File: src/rtl/img2col_addr_gen_pkg.sv
// Shared geometry for the im2col address generator: default feature-map/kernel sizes,
// address width and the derived output-map dimensions.
package img2col_addr_gen_pkg;

  localparam int IMG_W       = 28;
  localparam int IMG_H       = 28;
  localparam int K_R         = 5;
  localparam int K_S         = 5;
  localparam int SRAM_ADDR_W = 16;

  localparam int OUT_W = IMG_W - K_S + 1;
  localparam int OUT_H = IMG_H - K_R + 1;

  // Width of each loop counter; comfortably covers any image that fits the address space.
  localparam int CNT_W = 16;

endpackage

File: src/rtl/img2col_addr_gen_if.sv
// Start/base request plus valid/ready address stream between the generator and the systolic side.
// Signal names follow the generator's view (_i driven into it, _o driven by it).
interface img2col_addr_gen_if
  import img2col_addr_gen_pkg::*;
#(
  parameter int ADDR_W = SRAM_ADDR_W
) ();

  logic              start_i;
  logic              systolic_ready_i;
  logic [ADDR_W-1:0] base_addr_i;
  logic              valid_o;
  logic [ADDR_W-1:0] sram_rd_addr_o;
  logic              last_out_o;

  modport master (
    input  start_i,
    input  systolic_ready_i,
    input  base_addr_i,
    output valid_o,
    output sram_rd_addr_o,
    output last_out_o
  );

  modport slave (
    output start_i,
    output systolic_ready_i,
    output base_addr_i,
    input  valid_o,
    input  sram_rd_addr_o,
    input  last_out_o
  );

endinterface

File: src/rtl/img2col_addr_gen.sv
// Streams im2col-ordered SRAM read addresses (oy, ox, kr, ks nest); first address one cycle after start.
// Registered outputs hold stable while systolic_ready_i is low; counters advance only on valid&&ready.
module img2col_addr_gen
  import img2col_addr_gen_pkg::*;
#(
  parameter int IMG_W       = img2col_addr_gen_pkg::IMG_W,
  parameter int IMG_H       = img2col_addr_gen_pkg::IMG_H,
  parameter int K_R         = img2col_addr_gen_pkg::K_R,
  parameter int K_S         = img2col_addr_gen_pkg::K_S,
  parameter int SRAM_ADDR_W = img2col_addr_gen_pkg::SRAM_ADDR_W
) (
  input  logic               clk_i,
  input  logic               rst_async_i,
  img2col_addr_gen_if.master bus
);

  localparam int OUT_COLS = IMG_W - K_S + 1;
  localparam int OUT_ROWS = IMG_H - K_R + 1;

  localparam logic [CNT_W-1:0] OY_MAX  = CNT_W'(OUT_ROWS - 1);
  localparam logic [CNT_W-1:0] OX_MAX  = CNT_W'(OUT_COLS - 1);
  localparam logic [CNT_W-1:0] KR_MAX  = CNT_W'(K_R - 1);
  localparam logic [CNT_W-1:0] KS_MAX  = CNT_W'(K_S - 1);
  localparam logic [CNT_W-1:0] CNT_ONE = CNT_W'(1);

  localparam logic [SRAM_ADDR_W-1:0] ADDR_ONE = SRAM_ADDR_W'(1);
  localparam logic [SRAM_ADDR_W-1:0] ROW_STEP = SRAM_ADDR_W'(IMG_W);
  // Last window of a row -> first window of the next row: +IMG_W-(OUT_COLS-1) = +K_S.
  localparam logic [SRAM_ADDR_W-1:0] WIN_WRAP = SRAM_ADDR_W'(K_S);
  localparam logic                   ONE_ELEM = (OUT_ROWS == 1) && (OUT_COLS == 1) &&
                                                (K_R == 1) && (K_S == 1);

  typedef enum logic {IDLE, RUN} state_e;

  state_e                 state_q, state_d;
  logic [CNT_W-1:0]       oy_q, oy_d, ox_q, ox_d, kr_q, kr_d, ks_q, ks_d;
  logic [SRAM_ADDR_W-1:0] win_q, win_d;   // address of current window's top-left pixel
  logic [SRAM_ADDR_W-1:0] row_q, row_d;   // address of current kernel row's first pixel
  logic [SRAM_ADDR_W-1:0] addr_q, addr_d;
  logic                   valid_q, valid_d;
  logic                   last_q, last_d;

  always_ff @(posedge clk_i or posedge rst_async_i) begin
    if (rst_async_i) begin
      state_q <= IDLE;
      oy_q    <= '0;
      ox_q    <= '0;
      kr_q    <= '0;
      ks_q    <= '0;
      win_q   <= '0;
      row_q   <= '0;
      addr_q  <= '0;
      valid_q <= 1'b0;
      last_q  <= 1'b0;
    end else begin
      state_q <= state_d;
      oy_q    <= oy_d;
      ox_q    <= ox_d;
      kr_q    <= kr_d;
      ks_q    <= ks_d;
      win_q   <= win_d;
      row_q   <= row_d;
      addr_q  <= addr_d;
      valid_q <= valid_d;
      last_q  <= last_d;
    end
  end

  always_comb begin
    state_d = state_q;
    oy_d    = oy_q;
    ox_d    = ox_q;
    kr_d    = kr_q;
    ks_d    = ks_q;
    win_d   = win_q;
    row_d   = row_q;
    addr_d  = addr_q;
    valid_d = valid_q;
    last_d  = last_q;

    unique case (state_q)
      IDLE: begin
        if (bus.start_i) begin
          state_d = RUN;
          oy_d    = '0;
          ox_d    = '0;
          kr_d    = '0;
          ks_d    = '0;
          win_d   = bus.base_addr_i;
          row_d   = bus.base_addr_i;
          addr_d  = bus.base_addr_i;
          valid_d = 1'b1;
          last_d  = ONE_ELEM;
        end
      end
      RUN: begin
        if (valid_q && bus.systolic_ready_i) begin
          if (last_q) begin
            state_d = IDLE;
            valid_d = 1'b0;
            last_d  = 1'b0;
          end else begin
            if (ks_q != KS_MAX) begin
              ks_d   = ks_q + CNT_ONE;
              addr_d = addr_q + ADDR_ONE;
            end else begin
              ks_d = '0;
              if (kr_q != KR_MAX) begin
                kr_d   = kr_q + CNT_ONE;
                row_d  = row_q + ROW_STEP;
                addr_d = row_q + ROW_STEP;
              end else begin
                kr_d = '0;
                if (ox_q != OX_MAX) begin
                  ox_d   = ox_q + CNT_ONE;
                  win_d  = win_q + ADDR_ONE;
                  row_d  = win_q + ADDR_ONE;
                  addr_d = win_q + ADDR_ONE;
                end else begin
                  ox_d   = '0;
                  oy_d   = oy_q + CNT_ONE;
                  win_d  = win_q + WIN_WRAP;
                  row_d  = win_q + WIN_WRAP;
                  addr_d = win_q + WIN_WRAP;
                end
              end
            end
            last_d = (oy_d == OY_MAX) && (ox_d == OX_MAX) &&
                     (kr_d == KR_MAX) && (ks_d == KS_MAX);
          end
        end
      end
      default: state_d = IDLE;
    endcase
  end

  assign bus.valid_o        = valid_q;
  assign bus.sram_rd_addr_o = addr_q;
  assign bus.last_out_o     = last_q;

endmodule

File: src/flat_wrapper.sv
// flat-port wrapper written by rule: the top's interface ports become plain ports
module img2col_addr_gen_flat import img2col_addr_gen_pkg::*;
#(
  parameter int IMG_W       = img2col_addr_gen_pkg::IMG_W,
  parameter int IMG_H       = img2col_addr_gen_pkg::IMG_H,
  parameter int K_R         = img2col_addr_gen_pkg::K_R,
  parameter int K_S         = img2col_addr_gen_pkg::K_S,
  parameter int SRAM_ADDR_W = img2col_addr_gen_pkg::SRAM_ADDR_W
)
  (clk_i, rst_async_i, bus_start_i, bus_systolic_ready_i, bus_base_addr_i, bus_valid_o, bus_sram_rd_addr_o, bus_last_out_o);
  img2col_addr_gen_if #(.ADDR_W(16)) bus_i ();
  input  logic clk_i;
  input  logic rst_async_i;
  input wire logic [$bits(bus_i.start_i)-1:0] bus_start_i;
  input wire logic [$bits(bus_i.systolic_ready_i)-1:0] bus_systolic_ready_i;
  input wire logic [$bits(bus_i.base_addr_i)-1:0] bus_base_addr_i;
  output wire logic [$bits(bus_i.valid_o)-1:0] bus_valid_o;
  output wire logic [$bits(bus_i.sram_rd_addr_o)-1:0] bus_sram_rd_addr_o;
  output wire logic [$bits(bus_i.last_out_o)-1:0] bus_last_out_o;
  assign bus_i.start_i = bus_start_i;
  assign bus_i.systolic_ready_i = bus_systolic_ready_i;
  assign bus_i.base_addr_i = bus_base_addr_i;
  assign bus_valid_o = bus_i.valid_o;
  assign bus_sram_rd_addr_o = bus_i.sram_rd_addr_o;
  assign bus_last_out_o = bus_i.last_out_o;
  img2col_addr_gen #(.IMG_W(IMG_W), .IMG_H(IMG_H), .K_R(K_R), .K_S(K_S), .SRAM_ADDR_W(SRAM_ADDR_W)) u_core (.clk_i(clk_i), .rst_async_i(rst_async_i), .bus(bus_i));
endmodule
File: config.mk
export PLATFORM = sky130hd
export DESIGN_NAME = img2col_addr_gen_flat
export DESIGN_NICKNAME = d
export VERILOG_FILES = /design/src/rtl/img2col_addr_gen_pkg.sv /design/src/rtl/img2col_addr_gen_if.sv /design/src/rtl/img2col_addr_gen.sv /design/src/flat_wrapper.sv
export SDC_FILE = /design/constraint.sdc
export NUM_CORES = 1
export LEC_CHECK = 0
export CORE_AREA = 2 2 146 148
export CTS_CLUSTER_DIAMETER = 30
export DETAILED_ROUTE_END_ITERATION = 6
export DIE_AREA = 0 0 148 150
export GPL_TIMING_DRIVEN = 0
export SLEW_MARGIN = 20
export SYNTH_ARGS = -nofsm -noshare
export SYNTH_HDL_FRONTEND = slang
export SYNTH_SLANG_ARGS = --single-unit
File: constraint.sdc
create_clock -name clk_i -period 5.2 [get_ports clk_i]
set_clock_uncertainty 0.2 [all_clocks]
set_input_delay 1.3 -clock clk_i [delete_from_list [all_inputs] [get_ports clk_i]]
set_output_delay 1.3 -clock clk_i [all_outputs]
set_load 0.01 [all_outputs]
# --- After elaboration in Yosys (flattened, before gate mapping) ---
# Index checks and enable logic that the tools add are counted.
word_totals:
  latchBits: 0
  output_inout_bits: 18
  ff_bits: 115
  elab_cells: 103
  rom_bits: 0
  mem_bits_rw: 0
  in_bits: 20
  memories: 0
classes:
  n_mul: 0
  addsub: 8
  order_cmp: 0
  shifts: 0
  n_eq_ne: 13
  n_reduce_logical: 9
  mux: 62
  bitwise_logic: 1
  n_div: 0
ops:
  columns: ["cell", "n"]
  rows:
  - ["16-bit 2-to-1 mux", 43]
  - ["16-bit case mux with 2 select lines", 7]
  - ["16-bit by 1-bit adder with 16-bit output (second input constant)", 6]
  - ["16-bit by 3-bit equality test with 1-bit output (second input constant)", 2]
  - ["16-bit by 5-bit equality test with 1-bit output (second input constant)", 2]
  - ["16-bit by 3-bit inequality test with 1-bit output (second input constant)", 2]
  - ["16-bit by 3-bit adder with 16-bit output (second input constant)", 1]
  - ["16-bit by 5-bit adder with 16-bit output (second input constant)", 1]
  - ["16-bit by 5-bit inequality test with 1-bit output (second input constant)", 1]
  - ["2-bit inequality test (second input constant)", 6]
  - ["1-bit 2-to-1 mux", 9]
  - ["1-bit case mux with 2 select lines", 3]
  - ["3-bit AND reduction", 2]
  - ["5-bit AND reduction", 1]
  - ["1-bit logical AND", 4]
  - ["4-bit AND reduction", 1]
  - ["2-bit AND reduction", 1]
  - ["1-bit NOT", 1]

# --- Logic depth before layout (Yosys ltp) ---
# Gate-level depths: netlist of the first run.
depth:
  ltp_word: 14
  ltp_mapped: 12
  depth_no_buf: 12

# --- Least setup slack after synthesis of the first run ---
# OpenSTA, ideal clock, no wires.
synth_path:
  path_type: "register to register"
  startpoint: "register u_core.ox_q[0]"
  endpoint: "register u_core.addr_q[12], in the netlist u_core.bus.sram_rd_addr_o[12]"
  setup_ns: 0.099
  period_less_slack_ns: 3.125
  path_stages_with_launch: 13
  required_time_ns: 4.901
  path_buffers: 0
  path_slack_ns: 2.075
  arrival_ns: 2.825
  cell_sequence: "dfrtp_1 -> ha_1 -> nor4bb_1 -> and4_1 -> ha_1 -> a21oi_1 -> or4b_1 -> nor2_1 -> nand2_1 -> xnor2_1 -> nor2_1 -> o311a_1 -> a311oi_1"
synth_between:
  elab_chain_len: 7
synth_lines:
  columns: ["element", "line", "source"]
  rows:
  - ["from (decl)", "img2col_addr_gen.sv:36", "logic [CNT_W-1:0] oy_q, oy_d, ox_q, ox_d, kr_q, kr_d, ks_q, ks_d;"]
  - ["from (signal assigned)", "img2col_addr_gen.sv:47", "ox_q <= '0;"]
  - ["from (signal assigned)", "img2col_addr_gen.sv:58", "ox_q <= ox_d;"]
  - ["16-bit by 5-bit inequality test with 1-bit output", "img2col_addr_gen.sv:114", "if (ox_q != OX_MAX) begin"]
  - ["16-bit 2-to-1 mux", "img2col_addr_gen.sv:114", null]
  - ["16-bit 2-to-1 mux", "img2col_addr_gen.sv:108", "if (kr_q != KR_MAX) begin"]
  - ["16-bit 2-to-1 mux", "img2col_addr_gen.sv:103", "if (ks_q != KS_MAX) begin"]
  - ["16-bit 2-to-1 mux", "img2col_addr_gen.sv:98", "if (last_q) begin"]
  - ["16-bit 2-to-1 mux", "img2col_addr_gen.sv:97", "if (valid_q && bus.systolic_ready_i) begin"]
  - ["16-bit case mux with 2 select lines", "img2col_addr_gen.sv:81", "unique case (state_q)"]
  - ["to (signal assigned)", "img2col_addr_gen.sv:63", "addr_q <= addr_d;"]
  - ["to (decl)", "img2col_addr_gen.sv:39", "logic [SRAM_ADDR_W-1:0] addr_q, addr_d;"]
# No other way between the ends. The select of a mux whose other input is x is not followed.
# A chain may end at the register's enable or synchronous reset.

# --- Final worst setup path of the first run ---
layout_path:
  startpoint: "input bus_systolic_ready_i"
  endpoint: "register u_core.addr_q[2], in the netlist u_core.bus.sram_rd_addr_o[2]"
layout_between:
  elab_chain_len: 3
layout_lines:
  columns: ["element", "line", "source"]
  rows:
  - ["from (decl)", "flat_wrapper.sv:15", "input wire logic [$bits(bus_i.systolic_ready_i)-1:0] bus_systolic_ready_i;"]
  - ["1-bit logical AND", "img2col_addr_gen.sv:97", null]
  - ["2-bit inequality test (no line)", null, null]
  - ["3-bit AND reduction (no line)", null, null]
# No other way between the ends.

==> results of run 1 <==
-- through the flow --
stage          hold WS, ns  total power [mW]
3_5_place_dp        0.2831             1.117
3_3_place_gp        0.2781             1.113
5_1_grt             0.3317             2.374
2_1_floorplan       0.2563             1.047
4_1_cts             0.2959             2.311
6_report            0.2990             2.303
-- per-layer routing --
layer	global-route usage, %	up-vias	routed length, microns
li1	-	3821	-
met1	35.14	3927	12470
met2	40.44	350	12750
met3	4.268	47	1958
met4	8.143	0	616
met5	0	-	0
-- path summary, 6_finish.rpt --
check	end	startpoint
hold reg to reg	u_core.win_q[2]	u_core.win_q[2]
max in group asynchronous	u_core.oy_q[8]	rst_async_i
setup / recovery	u_core.bus.sram_rd_addr_o[2]	bus_systolic_ready_i
min in group asynchronous	u_core.ks_q[8]	rst_async_i
hold / removal	u_core.win_q[2]	u_core.win_q[2]
setup reg to reg	u_core.bus.last_out_o	u_core.ks_q[0]
-- worst reg2reg max path, delay by kind of cell (launching register included) --
family          cells  cell delay, ns
buf+inv             2            0.74
simple gates        4            1.51
compound gates      3            0.79
fa+ha+maj           1            0.17
flops               1            0.42
mux                 1            0.23
-- flip-flops by register name, summed over array words and instances (netlist names) --
name,count
u_core.bus.sram_rd_addr_o,16
u_core.kr_q,16
u_core.ks_q,16
u_core.ox_q,16
u_core.oy_q,16
u_core.row_q,16
u_core.win_q,16
u_core.bus.last_out_o,1
u_core.bus.valid_o,1
u_core.state_q,1
-- cells by family after synthesis --
family                   share of synthesized area, %
XOR/XNOR                                        5.420
flip-flops                                      35.62
AND/OR/NAND/NOR                                 30.23
AO/OA/AOI/OAI                                   21.91
multiplexers                                   0.4956
buffers and inverters                           4.770
adder cells (fa/ha/maj)                         1.549
-- layout make-up --
cell class	count	share of cell area, %
Multi-Input combinational cell	809	51.14
Sequential cell	115	30.56
Clock buffer	17	4.518
Timing Repair Buffer	38	4.225
Tap cell	275	3.654
Buffer	68	3.295
Clock inverter	15	1.727
Inverter	20	0.8770
-- Yosys cell counts, types with 5 or more instances --
library cell	instances	area, sq um
and4_1	11	96.34
nand3_1	50	250.2
nand2_1	160	600.6
or3_1	10	62.56
and2_1	6	37.54
a211oi_1	6	45.04
clkbuf_1	42	157.7
buf_2	14	70.07
and3_1	22	137.6
or2_2	5	31.28
o21a_1	5	37.54
nor2_1	76	285.3
a311oi_1	8	70.07
o211ai_1	9	67.56
nor4_4	5	106.4
a21oi_1	58	290.3
inv_1	20	75.07
nor3_1	23	115.1
dfrtp_1	115	2878
a31oi_1	18	112.6
nand2b_1	6	37.54
xor2_1	20	175.2
nand4_1	33	206.5
o21ai_0	111	555.5
nor2b_1	9	56.30
o41ai_1	6	52.55
xnor2_1	30	262.8
ha_1	10	125.1
o31ai_1	21	157.7
nor4_1	12	75.07
o22ai_1	6	37.54
nor4b_1	5	43.79
-- report_power, final --
| part | leakage (nW) | internal, mW | switching, mW |
|---|---|---|---|
| Combinational | 1.89 | 0.0724 | 0.0923 |
| Clock | 0.285 | 0.683 | 0.519 |
| Sequential | 1.55 | 0.911 | 0.0254 |
==> impl_metrics.ini, run 1 <==
[clock_network]
cts.sinks = 115
cts_tree = done
cts_buffer_depth = 2
h-tree-depth = 4
cts_setup_buffers = 0
clock_latency_ns = 0.43
cts-resized-gates = 0
numCtsBuffers = 17
cts-root-buf = clkbuf_16
path_clk_slew_ns = 0.06
cts_hold_buf = 0

[detailed_routing]
drtIter0Drc = 776
first_pass_iters = 7
num_vias = 8145
drc = 0
via_per_inst = 6.002
wire_per_inst_microns = 20.48
wirelength_microns = 27790
drtAntennaViolNets = 0

[sta]
setup_viol = 0
fmax_mhz = 233.5
period_share_pct = 82.37
grt_setup_unrepaired = false
hold_violations = 0
setup_tns_ns = 0
slew_viol_final = 0
tightest_slew_ns = 1.050
setup_ws_ns = 0.9170
finalCriticalPeriod_ns = 4.283
relSlewSlack_pct = 29.98

[logic_synthesis]
ys_seq_elements = 115
synth_cells = 1012
async_reset_ff_share_pct = 100.0
syn_nets = 1042
syn_area_per_cell_sq_um = 7.983
synth_edf_count = 0
yosysSeqAreaShare_pct = 35.62
yosys_warnings = 0
synth-main-ff-cell = dfrtp_1
synth.cell_area_sq_um = 8079
ys_types = 73

[floorplan]
dieWidth_microns = 148
io_pins = 38
die_h_microns = 150
num_rows = 53
start_util_pct = 39.05
core_sq_um = 20690
die_area_sq_um = 22200

[critical_path]
path_depth = 10
cp-start-kind = input pin
critPathKind = in2reg
cpPeakStageDelay_ns = 0.73
rr_worst_depth = 11
r2r_slack_ns = 1.07
slowest_stage = clkbuf_1
endpoint_kind = flip-flop
worst_path_dominant_cell_family = buffers and inverters
worstPathCellList = clkdlybuf4s50_1, nand3_1, or2_2, clkbuf_1, nand2_1, clkbuf_1, clkbuf_1, o21ai_0, nand2_1, o21ai_0
crit_fanout = 10
cp.arrival_ns = 4.36
crit_top_cell = clkbuf_1
cp.required_ns = 5.28
path_buf_inv = 4

[finish]
layout.nets = 1099
multi_input_area_sq_um = 4816
final.fill_count = 2024
drive_above_1_share_pct = 7.856
layout_common_cells = nand2_1, dfrtp_1, o21ai_0
antenna_cells = 0
syn2layout_area_growth_pct = 16.56
final_cell_area_sq_um = 9417
fin_cells = 1357
register_area_sq_um = 2878
final_core_util_pct = 45.51
final_common_cell = nand2_1

[power]
ir_drop_v = 0.0001878
p_per_area_nw_per_um2 = 244.6
total_leakage_power_nw = 3.731

[place]
dpl.hpwl_microns = 19670
dp_cells = 1325
dpl_cell_area_sq_um = 8828
globalplace.congestion = 0.9238
preCtsSetupSlack_ns = 0.5657
numPortBuffers = 37

[global_route]
grt_pass1_wl_microns = 43520
grt_start_max_net_pins = 66
grt_overflow_total = 0
grt_pass1_vias = 7470
grt_use_total_pct = 25.36
antenna_found_initial = 0

[worst_hold_path]
hold_path_class = reg2reg
min_path_cells = 2

[run]
drv_cap = 0

[outcome]
outcome = finished, final reports clean
(Power assumes the default switching activity.)
==> run 2, diff against run 1 <==
Clock period 5.2 ns to 3.5 ns, I/O delays scaled along.
==> run 2 against run 1 <==
Effect of this change:
- the run now ends with negative setup slack left
- design area is 2.0% higher
- non-clock buffer count is 6 higher
- setup slack got worse by 0.93 ns
- first-iteration DRC count fell by 3.5%
- die area did not move
- critical path depth did not move
- clock-buffer cell count unchanged
- register-to-register slack worse by 1.1 ns
- via count fell by 0.11%
- sequential share of layout area decreased by 0.60 points
- final cell count up 0.44%
- highest routed layer unchanged
==> impl_metrics.ini, run 2 (synthesis results as in run 1) <==
[outcome]
outcome = finished, violations left
violations = negative setup slack

[clock_network]
cts.sinks = 115
numCtsBuffers = 17
cts_tree = done
h-tree-depth = 4
path_clk_slew_ns = 0.07
clock_latency_ns = 0.44
cts_buffer_depth = 2
cts-root-buf = clkbuf_16

[power]
p_per_area_nw_per_um2 = 354.0
ir_drop_v = 0.0002745
total_power_mw = 3.401
total_leakage_power_nw = 3.808

[place]
dp_cells = 1327
preCtsSetupSlack_ns = -0.6799
globalplace.congestion = 0.9258
numPortBuffers = 37
dpl.hpwl_microns = 19890

[global_route]
grt_start_max_net_pins = 34
antenna_found_initial = 0
grt_use_total_pct = 25.81
grt_pass1_wl_microns = 44140
grt_overflow_total = 0
grt_pass1_vias = 7662

[critical_path]
slowest_stage = a311oi_1
cpPeakStageDelay_ns = 0.49
cp.required_ns = 3.68
critPathKind = reg2reg
cp.arrival_ns = 3.70
crit_fanout = 6
endpoint_kind = flip-flop
worstSetupStartpoint = u_core.kr_q[0]
cp-start-kind = flip-flop
r2r-start = u_core.kr_q[0]
rr_worst_depth = 10
worstPathCellList = inv_1, ha_1, nor4b_4, and4_2, clkbuf_1, nand4_1, nor2b_1, a31oi_1, a311oi_1, a32o_1

[worst_hold_path]
hold_start = u_core.row_q[1]
min_path_cells = 1
hold_path_class = reg2reg

[floorplan]
num_rows = 53
die_h_microns = 150
die_area_sq_um = 22200
io_pins = 38
core_sq_um = 20690
dieWidth_microns = 148
start_util_pct = 39.05

[finish]
drive_above_1_share_pct = 10.94
antenna_cells = 0
fin_cells = 1363
layout.nets = 1105
final_common_cell = nand2_1
syn2layout_area_growth_pct = 18.91
layout_common_cells = nand2_1, dfrtp_1, o21ai_0
final_core_util_pct = 46.43

[sta]
period_share_pct = 100.5
setup_ws_ns = -0.01655
tightest_slew_ns = 1.032
fmax_mhz = 284.4
relSlewSlack_pct = 31.22
setup_viol = 1
whs_ns = 0.3062
finalCriticalPeriod_ns = 3.517
grt_setup_unrepaired = true
slew_viol_final = 0
hold_violations = 0

[detailed_routing]
via_per_inst = 5.969
drtAntennaViolNets = 0
num_vias = 8136
wire_per_inst_microns = 20.48
drtIter0Drc = 749
first_pass_iters = 6
wirelength_microns = 27910
drc = 0

[run]
drv_cap = 0
-- run 2: layout make-up --
| cell class | count | area (sq um) |
|---|---|---|
| tap | 275 | 344.1 |
| buffer | 63 | 306.5 |
| clock buffer | 17 | 425.4 |
| sequential | 115 | 2878 |
| timing repair buffer | 49 | 498.0 |
| inverter | 20 | 78.83 |
| multi-input combinational | 809 | 4921 |
| fill | 2052 | 11080 |
| clock inverter | 15 | 155.1 |
-- run 2: final timing paths --
| kind | end | slack (ns) |
|---|---|---|
| max | u_core.bus.last_out_o | -0.02 |
| min | u_core.row_q[1] | 0.31 |
| max reg2reg | u_core.bus.last_out_o | -0.02 |
| min reg2reg | u_core.row_q[1] | 0.31 |
| max in group asynchronous | u_core.bus.sram_rd_addr_o[7] | 1.64 |
| min in group asynchronous | u_core.ox_q[11] | 0.66 |
-- run 2: critical path, delay by kind of cell (launching register included) --
family / cells / cell delay, ns
compound gates: 3 / 0.88
buf+inv: 2 / 0.46
flops: 1 / 0.42
fa+ha+maj: 1 / 0.21
simple gates: 4 / 1.29
-- run 2: metrics by stage --
| step | instance area (sq um) | setup TNS, ns |
|---|---|---|
| floorplan | 8083 | 0 |
| global placement | 8797 | -61.10 |
| detailed placement | 8857 | -33.33 |
| CTS | 9462 | -0.1280 |
| global route | 9607 | -0.2444 |
| finish | 9607 | -0.01655 |
-- run 2: timing repair --
action | in CTS | in global routing
pin swaps | 1 | 5
setup endpoints to repair | 66 | 25
gates resized for setup | 14 | 18
hold buffers | 0 | 0
setup buffers | 0 | 9
-- run 2: power breakdown --
part	leakage, nW	total (mW)	internal (mW)	switching (mW)
clock network	0.285	1.76	0.953	0.803
registers	1.55	1.40	1.35	0.0418
logic	1.97	0.248	0.111	0.137
-- run 2: routing by layer --
metal / global-route usage (%) / part of all wire (%)
met5: 0 / 0
met4: 10.52 / 3.0
met3: 4.116 / 7.3
met2: 41.04 / 46
met1: 35.10 / 44
==> edit 1: new RTL, config.mk and constraints of run 1 <==
Make the reset (`rst_async_i`) synchronous in one clocked block.
--- a/src/rtl/img2col_addr_gen.sv
+++ b/src/rtl/img2col_addr_gen.sv
@@ -42,3 +42,3 @@
 
-  always_ff @(posedge clk_i or posedge rst_async_i) begin
+  always_ff @(posedge clk_i) begin
     if (rst_async_i) begin
Check against the original RTL: differs if rst_async_i is asserted again (counterexample within 4 cycles, from zero or initial values and one cycle with rst_async_i high); with rst_async_i held inactive, the same outputs for 4 cycles.
==> edit 1 against run 1 <==
- clock power rose by 3%
- worst setup slack got worse by 0.056 ns
- sequential share of layout area fell by 4.2 points
- synthesized area fell by 8.0%
- cell area fell by 7.2%
- sequential cell count did not move
- routed wire length fell by 1.2%
- total power rose by 8.4%
- critical path type unchanged
==> edit 1: results (changes against run 1) <==
stage,metric,value,unit,change
route,Metal-1 WL,11.8,mm,-5.2%
critical_path,CP max stage cell,nor2_1,,
synth,commonest cells in the netlist,"nor2_1 (132), dfxtp_1 (115), nand2_1 (106), a21oi_1 (84), clkbuf_1 (65)",,
status,outcome,completed,,
timing,Final min period,4.34,ns,+0.0556 ns
synth,multiplexer area fraction after synthesis,0.00404,,-0.000914
synth,adder and majority cell fraction of the synthesized area,0.0168,,+0.00135
critical_path,"Arr. time, crit path",4.51,ns,+0.15 ns
route,DRT Pass-1 Iters,6,,-1
synth,Netlist cell types,61,,-16%
global_route,largest net degree at the start of global routing,17,,-74%
finish,share of cells above drive strength 1,0.0538,,-0.0248
critical_path,flop-to-flop setup slack,1.29,ns,+0.22 ns
critical_path,reg-to-reg endpoint,u_core.bus.sram_rd_addr_o[12],,
critical_path,"slowest stage delay, CP",0.75,ns,+0.02 ns
placement,HPWL after detailed placement,19.7,mm,+0.27%
critical_path,R2R depth,13,,+2
route,initial DRC count,819,,+5.5%
min_path,hold path depth,1,,-1
finish,Final #Nets,1114,,+1.4%
placement,Place WS,0.553,ns,-0.0124 ns
synth,main flop type after synthesis,dfxtp_1,,
synth,async set-or-reset flop fraction in the synthesized netlist,0,,-1.00
global_route,M2 GR Usage,0.420,,+0.0153
power_and_ir_drop,Leak,0.00300,uW,-20%
route,met2 wire len,12.9,mm,+1.6%
placement,port bufs,36,,-2.7%
global_route,vias in the first global route,7629,,+2.1%
power_and_ir_drop,Reg power frac,0.382,,-0.025
synth,post-synth net total,1059,,+1.6%
critical_path,crit-path leading delay family,simple AND/OR/NAND/NOR gates,,
route,WL met3,1.97,mm,+0.41%
global_route,Tot GR Track Use,0.247,,-0.00638
synth,sequential area share after synthesis,0.310,,-0.0463
min_path,hold path endpoint,u_core.row_q[1],,
synth,Compound-Gate Fraction of Synth Area,0.234,,+0.0153
critical_path,FF-to-FF Start,u_core.ox_q[1],,
timing,Slew @ Worst Pin,0.901,ns,-0.149 ns
## edit 1: cell types whose count changed after synthesis, sizes merged, moves of 26 or more
cell	change
o21ai	-65
a21oi	+26
dfxtp	+115
dfrtp	-115
nor2	+56
nand2	-54
## edit 1: metrics by stage
step	utilization	hold WS [ns]	power (uW)	cell area (um2)	std cells
finish	0.422	0.280	2500	8740	1372
global route	0.422	0.308	2570	8740	1372
CTS	0.422	0.281	2490	8740	1372
detailed placement	0.393	0.265	1270	8130	1340
global placement	0.393	0.253	1270	8130	1340
floorplan	-	0.241	1140	7430	1029
## edit 1: area by class of cell
cell class,instances,share of cell area
buffer,78,0.0354
tap,275,0.0394
inverter,16,0.00687
timing repair buffer,36,0.0412
clock inverter,10,0.0149
multi-input combinational,820,0.545
clock buffer,22,0.0543
sequential,115,0.263
## edit 1: logic make-up after synthesis
family,count (synthesis)
fa+ha+maj,10
mux,3
simple gates,484
compound gates,271
xor+xnor,52
buf+inv,94
flops,115
==> edit 2: new RTL, settings of run 1 <==
Made on the original files. `oy_q`, `ox_q`, `kr_q`, `ks_q` and `addr_q` no longer have a reset.
--- a/src/rtl/img2col_addr_gen.sv
+++ b/src/rtl/img2col_addr_gen.sv
@@ -45,9 +45,4 @@
       state_q <= IDLE;
-      oy_q    <= '0;
-      ox_q    <= '0;
-      kr_q    <= '0;
-      ks_q    <= '0;
       win_q   <= '0;
       row_q   <= '0;
-      addr_q  <= '0;
       valid_q <= 1'b0;
@@ -56,9 +51,4 @@
       state_q <= state_d;
-      oy_q    <= oy_d;
-      ox_q    <= ox_d;
-      kr_q    <= kr_d;
-      ks_q    <= ks_d;
       win_q   <= win_d;
       row_q   <= row_d;
-      addr_q  <= addr_d;
       valid_q <= valid_d;
@@ -66,2 +56,10 @@
     end
+  end
+
+  always_ff @(posedge clk_i) begin
+    oy_q   <= oy_d;
+    ox_q   <= ox_d;
+    kr_q   <= kr_d;
+    ks_q   <= ks_d;
+    addr_q <= addr_d;
   end
Check against the original RTL: not equivalent (a bounded check fails within 4 cycles, from zero or initial values and one cycle with rst_async_i high).
==> edit 2 against run 1 <==
- utilization increased by 0.32 points
- critical path depth grew 3
- routed wire length down 16%
- register-to-register slack worse by 0.18 ns
- count of clock-buffer cells in the layout is 1 higher
- via count shrank 12%
- critical path type is now reg2reg
- fmax down 0.53%
- cell area up 0.70%
- synthesized area is 1.3% lower
- worst setup slack worse by 0.023 ns
- sequential cell count is the same
- critical endpoint is now u_core.bus.sram_rd_addr_o[12]
- die area unchanged
Power is not compared: it rests on default switching activity, and its combinational part moved more than twofold at a synthesized area within 25%.
==> edit 2: results (changes against run 1) <==
stage,metric,value,unit,change
route,Via density,5.66,,-5.7%
critical_path,CP max stage cell,edfxtp_1,,
synth,post-synth net total,947,,-9.1%
critical_path,Worst Setup EP,u_core.bus.sram_rd_addr_o[12],,
finish,share of cells above drive strength 1,0.0757,,-0.00288
critical_path,"Arr. time, crit path",4.25,ns,-0.11 ns
synth,async set-or-reset flop fraction in the synthesized netlist,0.304,,-0.696
synth,Compound-Gate Fraction of Synth Area,0.132,,-0.0870
placement,Place WS,0.965,ns,+0.400 ns
finish,FILL cells,2032,,+0.40%
synth,multiplexer area fraction after synthesis,0.0179,,+0.0129
critical_path,"slowest stage delay, CP",0.48,ns,-0.25 ns
critical_path,flop-to-flop setup slack,0.89,ns,-0.18 ns
global_route,vias in the first global route,6494,,-13%
synth,commonest cells in the netlist,"nand2_1 (103), nor2_1 (102), edfxtp_1 (80), o21ai_0 (66), nand3_1 (56)",,
synth,XOR/XNOR Fraction of Synth Area,0.0977,,+0.0435
global_route,Tot GR Track Use,0.216,,-0.0372
status,outcome,completed,,
timing,final period utilization,0.828,,+0.00440
synth,adder and majority cell fraction of the synthesized area,0.0157,,+0.000202
global_route,first-pass GRT wire length,37.3,mm,-14%
route,initial DRC count,628,,-19%
synth,"EDFF count, synth",80,,+80
synth,Netlist cell types,59,,-19%
synth,"top cells by area, synth","edfxtp_1 (30%), dfrtp_1 (11%), xnor2_1 (5.1%)",,
timing,Slew HR,0.435,,+0.135
synth,sequential area share after synthesis,0.411,,+0.0548
route,DRT Pass-1 Iters,6,,-1
cts,CTS buffer count,17,,unchanged
global_route,largest net degree at the start of global routing,23,,-65%
critical_path,crit path launch,u_core.ox_q[0],,
finish,Final #Nets,1008,,-8.3%
==> edit 2: cell types whose count changed after synthesis, sizes merged, moves of 23 or more <==
cell,delta
dfrtp,-80
edfxtp,+80
nand2,-57
o21ai,-44
nor2,+26
xor2,+23
==> edit 2: power breakdown <==
group / internal (uW) / switching (uW)
Clock: 887 / 429
Combinational: 15.8 / 14.6
Sequential: 971 / 0.0000338
Total: 1870 / 444
==> edit 2: how the worst min path moves through the flow <==
| stage | startpoint | end | slack [ns] | cells past startpoint |
|---|---|---|---|---|
| 3_5_place_dp | u_core.row_q[12] | u_core.row_q[12] | 0.29 | 2 |
| 4_1_cts | u_core.row_q[12] | u_core.row_q[12] | 0.31 | 2 |
| 6_report | u_core.row_q[12] | u_core.row_q[12] | 0.31 | 2 |
| 2_1_floorplan | u_core.row_q[12] | u_core.row_q[12] | 0.25 | 2 |
| 3_3_place_gp | u_core.row_q[12] | u_core.row_q[12] | 0.27 | 2 |
| 5_1_grt | u_core.row_q[1] | u_core.row_q[1] | 0.33 | 1 |
==> edit 2: cell type report <==
type | count | area share
Inverter | 21 | 0.00831
Timing Repair Buffer | 42 | 0.0536
Multi-Input combinational cell | 719 | 0.460
Clock inverter | 14 | 0.0227
Tap cell | 275 | 0.0363
Buffer | 62 | 0.0281
Clock buffer | 18 | 0.0453
Sequential cell | 115 | 0.346
==> edit 2: cells by family after synthesis <==
family,count (synthesis)
compound gates,181
xor+xnor,89
fa+ha+maj,10
buf+inv,83
flops,115
mux,14
simple gates,425
==> edit 2: worst max-delay path, delay by kind of cell (launching register included) <==
kind	cells	cell delay, ns
xor+xnor	1	0.19
fa+ha+maj	2	0.54
simple gates	5	1.66
flops	1	0.48
buf+inv	1	0.34
compound gates	4	0.60
==> edit 2: through the flow <==
step	hold WS (ns)	instance area (um2)	utilization	cells	TNS [ns]
3_3_place_gp	0.270	8690	0.420	1229	-122.93
6_report	0.306	9480	0.458	1266	0
3_5_place_dp	0.295	8840	0.427	1234	0
5_1_grt	0.326	9480	0.458	1266	0
2_1_floorplan	0.250	7980	-	917	0
4_1_cts	0.307	9480	0.458	1266	0
==> edit 2: metal layers <==
layer	track usage	up-vias	wire length (um)
li1	-	3455	-
met1	0.330	3449	11400
met2	0.313	236	10000
met3	0.0360	26	1590
met4	0.0629	0	313
met5	0	-	0
